--- config.mk ---
export PLATFORM = sky130hd
export DESIGN_NAME = pipe_ctrl_flat
export DESIGN_NICKNAME = d
export VERILOG_FILES = /design/src/rtl/pipe_ctrl_pkg.sv /design/src/rtl/pipe_ctrl_if.sv /design/src/rtl/pipe_ctrl_wait_timer.sv /design/src/rtl/pipe_ctrl.sv /design/src/flat_wrapper.sv
export SDC_FILE = /design/constraint.sdc
export NUM_CORES = 1
export LEC_CHECK = 0
export CAP_MARGIN = 20
export CORE_MARGIN = 2
export CORE_UTILIZATION = 50
export CTS_BUF_LIST = sky130_fd_sc_hd__clkbuf_8
export DETAILED_ROUTE_END_ITERATION = 8
export PLACE_DENSITY = 0.78
export SYNTH_ARGS = -nofsm -noshare
export SYNTH_HDL_FRONTEND = slang
export SYNTH_HIERARCHICAL = 1
export SYNTH_SLANG_ARGS = --single-unit
--- constraint.sdc ---
create_clock -name clk -period 2.7 [get_ports clk]
set_clock_uncertainty 0.1 [all_clocks]
set_input_delay 0.54 -clock clk [delete_from_list [all_inputs] [get_ports clk]]
set_output_delay 0.54 -clock clk [all_outputs]
set_load 0.05 [all_outputs]
--- src/rtl/pipe_ctrl_pkg.sv ---
// Shared types and constants for the 3-stage pipeline sequencing controller.
package pipe_ctrl_pkg;

    typedef enum logic [1:0] {
        RUN   = 2'd0,
        IWAIT = 2'd1,
        DWAIT = 2'd2,
        FAULT = 2'd3
    } ctrl_state_t;

    // Encoding of ADDI x0,x0,0; the datapath loads this on flush and bubble.
    localparam logic [31:0] NOP = 32'h0000_0013;

    // FAULT dominates, then a data stall, then a fetch stall.
    function automatic ctrl_state_t next_state(input logic fault,
                                               input logic timeout,
                                               input logic mem_pending,
                                               input logic imem_ack);
        if (fault || timeout)
            return FAULT;
        else if (mem_pending)
            return DWAIT;
        else if (!imem_ack)
            return IWAIT;
        else
            return RUN;
    endfunction

endpackage

--- src/rtl/pipe_ctrl_if.sv ---
// Handshake and datapath-control bundle between pipe_ctrl and the datapath/memories.
interface pipe_ctrl_if;

    logic imem_req;
    logic imem_ack;
    logic dmem_req;
    logic dmem_ack;
    logic ex_is_mem;
    logic ex_taken;
    logic pc_en;
    logic pc_sel_tgt;
    logic ifex_en;
    logic ifex_flush;
    logic exwb_bubble;
    logic ex_valid;

    modport master (
        output imem_req, dmem_req, pc_en, pc_sel_tgt, ifex_en, ifex_flush,
               exwb_bubble, ex_valid,
        input  imem_ack, dmem_ack, ex_is_mem, ex_taken
    );

    modport slave (
        input  imem_req, dmem_req, pc_en, pc_sel_tgt, ifex_en, ifex_flush,
               exwb_bubble, ex_valid,
        output imem_ack, dmem_ack, ex_is_mem, ex_taken
    );

endinterface

--- src/rtl/pipe_ctrl_wait_timer.sv ---
// Consecutive-stall counter; expired is high once TIMEOUT-1 stalled cycles have elapsed.
module wait_timer #(
    parameter int TIMEOUT = 256
) (
    input  logic clk,
    input  logic rst_n,
    input  logic stall,
    input  logic clear,
    output logic expired
);

    localparam int W = $clog2(TIMEOUT);
    localparam logic [W-1:0] LAST = W'(TIMEOUT - 1);

    logic [W-1:0] wait_cnt;

    // Saturates at LAST so a frozen (faulted) pipeline never wraps the count.
    always_ff @(posedge clk or negedge rst_n) begin
        if (!rst_n)
            wait_cnt <= '0;
        else if (clear)
            wait_cnt <= '0;
        else if (stall && wait_cnt != LAST)
            wait_cnt <= wait_cnt + W'(1);
    end

    assign expired = (wait_cnt == LAST);

endmodule

--- src/rtl/pipe_ctrl.sv ---
// Global advance/stall/redirect sequencing for the IF-EX-WB pipeline, with perf counters and timeout fault.
module pipe_ctrl
    import pipe_ctrl_pkg::*;
#(
    parameter int TIMEOUT = 256,
    parameter int CNT_W   = 32
) (
    input  logic             clk,
    input  logic             rst_n,
    pipe_ctrl_if.master      bus,
    output ctrl_state_t      state,
    output logic             fault,
    output logic [CNT_W-1:0] stall_cnt,
    output logic [CNT_W-1:0] retire_cnt,
    output logic [CNT_W-1:0] flush_cnt
);

    logic ex_valid;
    logic dmem_done;
    logic mem_pending;
    logic advance;
    logic redirect;
    logic stall;
    logic expired;
    logic timeout;

    // A data access is outstanding until acked now or acked earlier while fetch stalled.
    assign mem_pending = ex_valid & bus.ex_is_mem & ~(bus.dmem_ack | dmem_done);
    assign advance     = bus.imem_ack & ~mem_pending & ~fault;
    assign redirect    = advance & ex_valid & bus.ex_taken;
    assign stall       = ~advance & ~fault;
    assign timeout     = expired & ~advance;

    // Fetch request is gated by rst_n so it reads low for the whole reset window.
    assign bus.imem_req    = rst_n & ~fault;
    assign bus.dmem_req    = ex_valid & bus.ex_is_mem & ~dmem_done & ~fault;
    assign bus.pc_en       = advance;
    assign bus.ifex_en     = advance;
    assign bus.pc_sel_tgt  = redirect;
    assign bus.ifex_flush  = redirect;
    assign bus.exwb_bubble = ~advance | ~ex_valid;
    assign bus.ex_valid    = ex_valid;

    wait_timer #(.TIMEOUT(TIMEOUT)) u_wait_timer (
        .clk     (clk),
        .rst_n   (rst_n),
        .stall   (stall),
        .clear   (advance),
        .expired (expired)
    );

    always_ff @(posedge clk or negedge rst_n) begin
        if (!rst_n) begin
            state      <= RUN;
            fault      <= 1'b0;
            ex_valid   <= 1'b0;
            dmem_done  <= 1'b0;
            stall_cnt  <= '0;
            retire_cnt <= '0;
            flush_cnt  <= '0;
        end else begin
            state <= next_state(fault, timeout, mem_pending, bus.imem_ack);
            if (timeout)
                fault <= 1'b1;

            // The fetched word behind a taken branch is the wrong path, so EX goes empty.
            if (advance) begin
                ex_valid  <= ~redirect;
                dmem_done <= 1'b0;
            end else if (bus.dmem_req && bus.dmem_ack) begin
                dmem_done <= 1'b1;
            end

            if (stall)
                stall_cnt <= stall_cnt + CNT_W'(1);
            if (advance && ex_valid)
                retire_cnt <= retire_cnt + CNT_W'(1);
            if (redirect)
                flush_cnt <= flush_cnt + CNT_W'(1);
        end
    end

    a_fault_quiet: assert property (@(posedge clk) disable iff (!rst_n)
        fault |-> (!bus.imem_req && !bus.dmem_req && !advance));

    a_redirect_adv: assert property (@(posedge clk) disable iff (!rst_n)
        redirect |-> advance);

endmodule

--- src/flat_wrapper.sv ---
// flat-port wrapper written by rule: the top's interface ports become plain ports
module pipe_ctrl_flat import pipe_ctrl_pkg::*;
#(
    parameter int TIMEOUT = 256,
    parameter int CNT_W   = 32
)
  (clk, rst_n, state, fault, stall_cnt, retire_cnt, flush_cnt, bus_imem_req, bus_dmem_req, bus_pc_en, bus_pc_sel_tgt, bus_ifex_en, bus_ifex_flush, bus_exwb_bubble, bus_ex_valid, bus_imem_ack, bus_dmem_ack, bus_ex_is_mem, bus_ex_taken);
  pipe_ctrl_if bus_i ();
  input  logic clk;
  input  logic rst_n;
  output ctrl_state_t state;
  output logic fault;
  output logic [CNT_W-1:0] stall_cnt;
  output logic [CNT_W-1:0] retire_cnt;
  output logic [CNT_W-1:0] flush_cnt;
  output wire logic [$bits(bus_i.imem_req)-1:0] bus_imem_req;
  output wire logic [$bits(bus_i.dmem_req)-1:0] bus_dmem_req;
  output wire logic [$bits(bus_i.pc_en)-1:0] bus_pc_en;
  output wire logic [$bits(bus_i.pc_sel_tgt)-1:0] bus_pc_sel_tgt;
  output wire logic [$bits(bus_i.ifex_en)-1:0] bus_ifex_en;
  output wire logic [$bits(bus_i.ifex_flush)-1:0] bus_ifex_flush;
  output wire logic [$bits(bus_i.exwb_bubble)-1:0] bus_exwb_bubble;
  output wire logic [$bits(bus_i.ex_valid)-1:0] bus_ex_valid;
  input wire logic [$bits(bus_i.imem_ack)-1:0] bus_imem_ack;
  input wire logic [$bits(bus_i.dmem_ack)-1:0] bus_dmem_ack;
  input wire logic [$bits(bus_i.ex_is_mem)-1:0] bus_ex_is_mem;
  input wire logic [$bits(bus_i.ex_taken)-1:0] bus_ex_taken;
  assign bus_imem_req = bus_i.imem_req;
  assign bus_dmem_req = bus_i.dmem_req;
  assign bus_pc_en = bus_i.pc_en;
  assign bus_pc_sel_tgt = bus_i.pc_sel_tgt;
  assign bus_ifex_en = bus_i.ifex_en;
  assign bus_ifex_flush = bus_i.ifex_flush;
  assign bus_exwb_bubble = bus_i.exwb_bubble;
  assign bus_ex_valid = bus_i.ex_valid;
  assign bus_i.imem_ack = bus_imem_ack;
  assign bus_i.dmem_ack = bus_dmem_ack;
  assign bus_i.ex_is_mem = bus_ex_is_mem;
  assign bus_i.ex_taken = bus_ex_taken;
  pipe_ctrl #(.TIMEOUT(TIMEOUT), .CNT_W(CNT_W)) u_core (.clk(clk), .rst_n(rst_n), .bus(bus_i), .state(state), .fault(fault), .stall_cnt(stall_cnt), .retire_cnt(retire_cnt), .flush_cnt(flush_cnt));
endmodule
Word level (Yosys, flattened, before mapping)
Index checks and enable logic that the tools add are counted.
- output and inout bits: 107
- register bits: 109
- input port bits: 6
- word-level logic and storage cells: 47
- eq/ne operators: 2
- add/subtract/negate cells: 4
- multiplexer cells: 7
- reduce and logical (&&, ||, !) cells: 6
- bitwise operators: 20
- operators by type and width (kind ; number):
    adder 32 x 1 -> 32 bit, second input constant ; 3
    two-way mux 8 bit ; 2
    AND 1 bit ; 11
    adder 8 x 1 -> 8 bit, second input constant ; 1
    == test 8 bit, second input constant ; 1
    != test 8 bit, second input constant ; 1
    NOT 1 bit ; 7
    two-way mux 2 bit ; 2
    nonzero test 2 bit ; 2
    logical AND 1 bit ; 3
    two-way mux 1 bit ; 3
    OR 1 bit ; 2
    logical OR 1 bit ; 1

Logic depth before layout (Yosys ltp)
- depth in word-level cells: 11
- gate-level depth with buffers: 7
- mapped depth without buffers: 5

By module
Netlist, hierarchy kept.
- by module, submodules not included (module ; cells an instance ; times used ; sequential area each (µm²) ; area an instance (µm²)):
    pipe_ctrl ; 433 ; 1 ; 2527.4 ; 4942.2
    wait_timer ; 47 ; 1 ; 200.2 ; 474.2

Worst setup path before layout
Ideal clock, no wire load.
- path type: register to output
- from: reg u_core.ex_valid, in the netlist u_core/bus.ex_valid
- to: out bus_pc_en
- data arrival time: 2086 ps
- path slack: -26 ps
- cell stages (with the launch flop): 6
- buffers on the path: 2
- data required time: 2060 ps
- cells stage by stage: dfrtp_1 -> buf_2 -> nand4bb_4 -> nand2_1 -> nor2_1 -> buf_4
- word-level cells in the longest chain between the ends: 5
- ends and longest elaborated chain (item ; line ; source):
    from (decl) ; pipe_ctrl.sv:18 ; logic ex_valid;
    from (signal assigned) ; pipe_ctrl.sv:68 ; ex_valid <= ~redirect;
    AND 1 bit (2 in a row) ; pipe_ctrl.sv:28 ; assign mem_pending = ex_valid & bus.ex_is_mem & ~(bus.dmem_ack | dmem_done);
    NOT 1 bit ; pipe_ctrl.sv:29 ; assign advance = bus.imem_ack & ~mem_pending & ~fault;
    AND 1 bit (2 in a row) ; pipe_ctrl.sv:29 ;
    to (decl) ; flat_wrapper.sv:18 ; output wire logic [$bits(bus_i.pc_en)-1:0] bus_pc_en;
Every way passes these cells.

Worst setup path in the final report
- from: in bus_ex_is_mem
- to: out bus_pc_sel_tgt
- word-level cells in the longest chain between the ends: 7
- ends and longest elaborated chain (item ; line ; source):
    from (decl) ; flat_wrapper.sv:26 ; input wire logic [$bits(bus_i.ex_is_mem)-1:0] bus_ex_is_mem;
    AND 1 bit (2 in a row) ; pipe_ctrl.sv:28 ;
    NOT 1 bit ; pipe_ctrl.sv:29 ;
    AND 1 bit (2 in a row) ; pipe_ctrl.sv:29 ;
    AND 1 bit (2 in a row) ; pipe_ctrl.sv:30 ; assign redirect = advance & ex_valid & bus.ex_taken;
    to (decl) ; flat_wrapper.sv:19 ; output wire logic [$bits(bus_i.pc_sel_tgt)-1:0] bus_pc_sel_tgt;
Every way passes these cells.

==> results.md <==
- The flow ran to the end, and the final reports show no timing, DRC or antenna violations.
- The critical path goes through clkdlybuf4s50_1 > nor3b_2 > nor2_4 > nand2_1 > inv_1 > buf_12.
- VDD sags by at most about 450 uV.
- The standard cell with the maximum stage delay on the critical path is clkdlybuf4s50_1.
- The synthesized design spends more area on one cell type than any other, namely dfrtp_1.
- The depth of the worst register-to-register path is 5.
- The die is 108 um wide.
- The total iterations of the first detailed-routing run is 4.
- The largest single stage delay on the critical path is about 600 ps.
- The count of instances resized after the clock tree is built is 0.
- The number of synthesized flops with an enable pin is 0.
- The detailed-routed wire length on met2 is 5.91 mm.
- By area the synthesized netlist is led by dfrtp_1 (50%), xnor2_1 (7.6%), xor2_1 (7.4%).
- The max-cap check violation count is 0.
- Across all register-to-register paths, the minimum setup slack is around 710 ps.
- Of the post-synthesis cell area, the dominant cell type holds 0.504.
- At the placement stage, the worst setup path has a slack of 101 ps.
- The worst path required time is approximately 2000 ps.
- The worst hold path belongs to the class in2async.
- The multi-input logic area is around 2500 um^2.
- Of all nets on the critical path, the largest fanout is 6.
- In this run the critical register-to-register path is launched from u_core/bus.ex_valid.
- Registers take around 2700 um^2.
- The number of antenna violations at the first check in global routing came to 0.
- At the pin with the least slew margin, the transition time is 605 ps.
- The time the worst path needs with I/O delays and setup is 2590 ps.
- The worst setup path is captured at an output pin.
- Once placement finished, the instance area stood at approximately 6800 um^2.
- STA puts the critical path data arrival time at between 1500 and 2000 ps.
- In this run the remaining antenna-violating nets after routing total 0.
- The register area share after synthesis is 0.504.
- The TritonCTS sink count is 109.
- The overall overflow remaining after global route is 0.
- The share of total power dissipated in combinational logic is 0.301.
- The number of distinct library cell variants in the gate-level netlist after synthesis is 60.
- The headroom to the max-slew limit is 0.597.
- After layout, the worst setup slack is 108 ps.
- Setup repair after global routing left no endpoint under its margin.
- The initial utilization of the core area, before any placement, comes to 0.506.
- The combined area of all synthesized cells is 5420 um^2.
- The internal power component is roughly 2.9 mW.
- The overall power is between 4 and 5 mW.
- Based on the critical path, the design can be clocked at up to 0.386 GHz.
- The number of antenna repair diodes is 0.
- The number of fill cells is 860.
- The number of core rows is 38.
- The leakage power is between 3 and 4 nW.
- The share of the clock period used by the worst path is 0.960.
- The number of max-slew violations in the final report is 0.
- The startpoint-to-endpoint class of the critical path is in2out.
- After synthesis, the most frequently instantiated cells are dfrtp_1 (109), xnor2_1 (47), xor2_1 (46), nand2_1 (36), nand4_1 (30).
- The number of hold buffers added after CTS is 0.
- between 100 and 150 I/O pins were placed.
- The area growth from synthesis to final layout is 29.2%.
- The area of the die is between 10,000 and 15,000 um^2.
- The share of total power dissipated in sequential elements is 0.443.
- Synthesis inferred 109 register bits.
- The floorplan core area is about 11,000 um^2.
- Across all hold checks on the routed design, the worst slack comes to ~130 ps.
- Port buffering added around 110 buffers.
- The capturing point of the worst reg2reg path is u_core/u_wait_timer/wait_cnt[0].
- For this run, the number of Yosys warnings is 6.
- The number of clock buffers added by TritonCTS is 9.
- Entering global routing, the biggest net connects 110 pins.
- After clock tree synthesis, the setup repair step added 0 buffers.
- The share of post-route cells with drive strength above 1 is 0.128.
- The share of total power dissipated in the clock network is 0.256.
- The gate count of the mapped netlist is 480.
- The number of nets in the finished design is about 610.
- Counting every net in the synthesized netlist gives 490.
- The net load switching power is around 1.7 mW.
- The HPWL after detailed placement is approximately 8.4 mm.
- The number of failing hold endpoints at the final stage is 0.
- In the routed layout, each cell is associated on average with a via count of between 5 and 6.
- The clock-pin slew reported for the worst setup and hold paths after clock tree synthesis is approximately 100 ps.
- The global routing usage summed across all routing layers is 0.214.
- The last weighted congestion value of the routability-driven placer is around 0.83.
- The first global-routing pass estimated 19.8 mm of wire.
- Summed over all failing endpoints, the final setup total negative slack is 0 ps.
- The total number of H-tree levels is 3.
- The insertion delay to the later sink of the worst-skew pair is ~380 ps.
- Of the total power, the share spent switching nets is 0.370.
- The most instantiated flip-flop cell in the synthesis netlist is dfrtp_1.
- The detailed router finished its first iteration with 135 violations.
- A synthesized cell averages between 10 and 15 um^2.
- The power density normalized to cell area is 655 nW/um^2.
- After synthesis, the share of flip-flops with an asynchronous set or reset is 1.00.
- The maximum buffer depth of the clock tree is 2.
- In the routed design, unresolved DRC markers number 0.
- TritonCTS built the clock tree.
- The number of global-route vias before repair is between 3,000 and 4,000.
- The number of vias in the routed layout is just over 4,000.
- The element type at the critical path start is an input pin.
- After detailed routing, the wire length on met1 is between 5 and 6 mm.
- Dividing the detail-routed wire length by the instance count gives 16.1 um.
- The detailed route wirelength on metal3 is 647 um.
- The uppermost metal layer occupied by signal nets is met4.
- The root buffer cell chosen for the clock tree is clkbuf_8.
- The die is 108 um tall.
- Among all cell types in the netlist, the one instantiated most often is dfrtp_1.
- The final setup violation count is 0.
- The detailed-route wire length is 12.0 mm.
- The cell area after layout is ~7000 um^2.
-- cell usage in the layout, fill, tap and decap left out, drive strengths merged, types with 9 or more instances in the layout --
| cell type | instances |
|---|---|
| xor2 | 46 |
| clkdlybuf4s50 | 104 |
| buf | 19 |
| nor4 | 27 |
| xnor2 | 47 |
| clkbuf | 9 |
| nor3 | 20 |
| and3 | 15 |
| nand2 | 37 |
| inv | 13 |
| nand4 | 35 |
| nor2 | 17 |
| nand3 | 29 |
| dfrtp | 109 |
-- power groups by stage --
| stage | sequential (mW) | combinational, mW | clock (mW) |
|---|---|---|---|
| floorplan | 2.53 | 0.376 | 0 |
| global placement | 2.05 | 1.37 | 0 |
| detailed placement | 2.06 | 1.39 | 0 |
| CTS | 2.03 | 1.39 | 1.19 |
| global route | 2.06 | 1.46 | 1.27 |
| finish | 2.03 | 1.38 | 1.17 |
-- cell type report --
class                   count  share of cell area
flip-flops and latches    109               0.390
multi-input cells         342               0.363
repair buffers            123               0.182
well taps                 140              0.0250
clock buffers               9              0.0177
clock inverters             7              0.0163
inverters                  13             0.00697
-- sequential cells by signal, summed over array words and instances, names as in the netlist --
register	cells
u_core/fault	1
u_core/flush_cnt	32
u_core/state	2
u_core/stall_cnt	32
u_core/dmem_done	1
u_core/retire_cnt	32
u_core/u_wait_timer/wait_cnt	8
u_core/bus.ex_valid	1
-- worst max path at each step --
stage	from	end	slack, ps	depth (start not counted)
CTS	bus_ex_is_mem	bus_pc_sel_tgt	100	6
finish	bus_ex_is_mem	bus_pc_sel_tgt	110	6
global placement	bus_ex_is_mem	bus_pc_sel_tgt	170	6
floorplan	u_core/bus.ex_valid	bus_dmem_req	60	3
global route	bus_ex_is_mem	bus_pc_sel_tgt	10	6
detailed placement	bus_ex_is_mem	bus_pc_sel_tgt	100	6
-- critical path: cells and delay by family --
family	cells	cell delay (ps)
buf+inv	3	880
simple gates	3	530
-- stage by stage --
step,std cells,util
final,743,0.654
after global routing,743,0.654
after CTS,743,0.654
after detailed placement,727,0.632
after global placement,727,0.632
after floorplan,480,-
-- metal layers --
metal	up-vias	global-route usage
met5	-	0
met4	0	0.0632
met3	13	0.0542
met2	89	0.350
met1	2029	0.284
li1	1944	-
-- logic make-up (layout without fill, tap and decap cells) --
group,Yosys count,in the layout,share of synthesized area
AO/OA/AOI/OAI,20,20,0.0270
XOR/XNOR,93,93,0.150
adder cells (fa/ha/maj),4,4,0.00924
buffers and inverters,29,152,0.0282
flip-flops,109,109,0.504
multiplexers,5,5,0.0109
AND/OR/NAND/NOR,220,220,0.271
(Power assumes the default switching activity.)
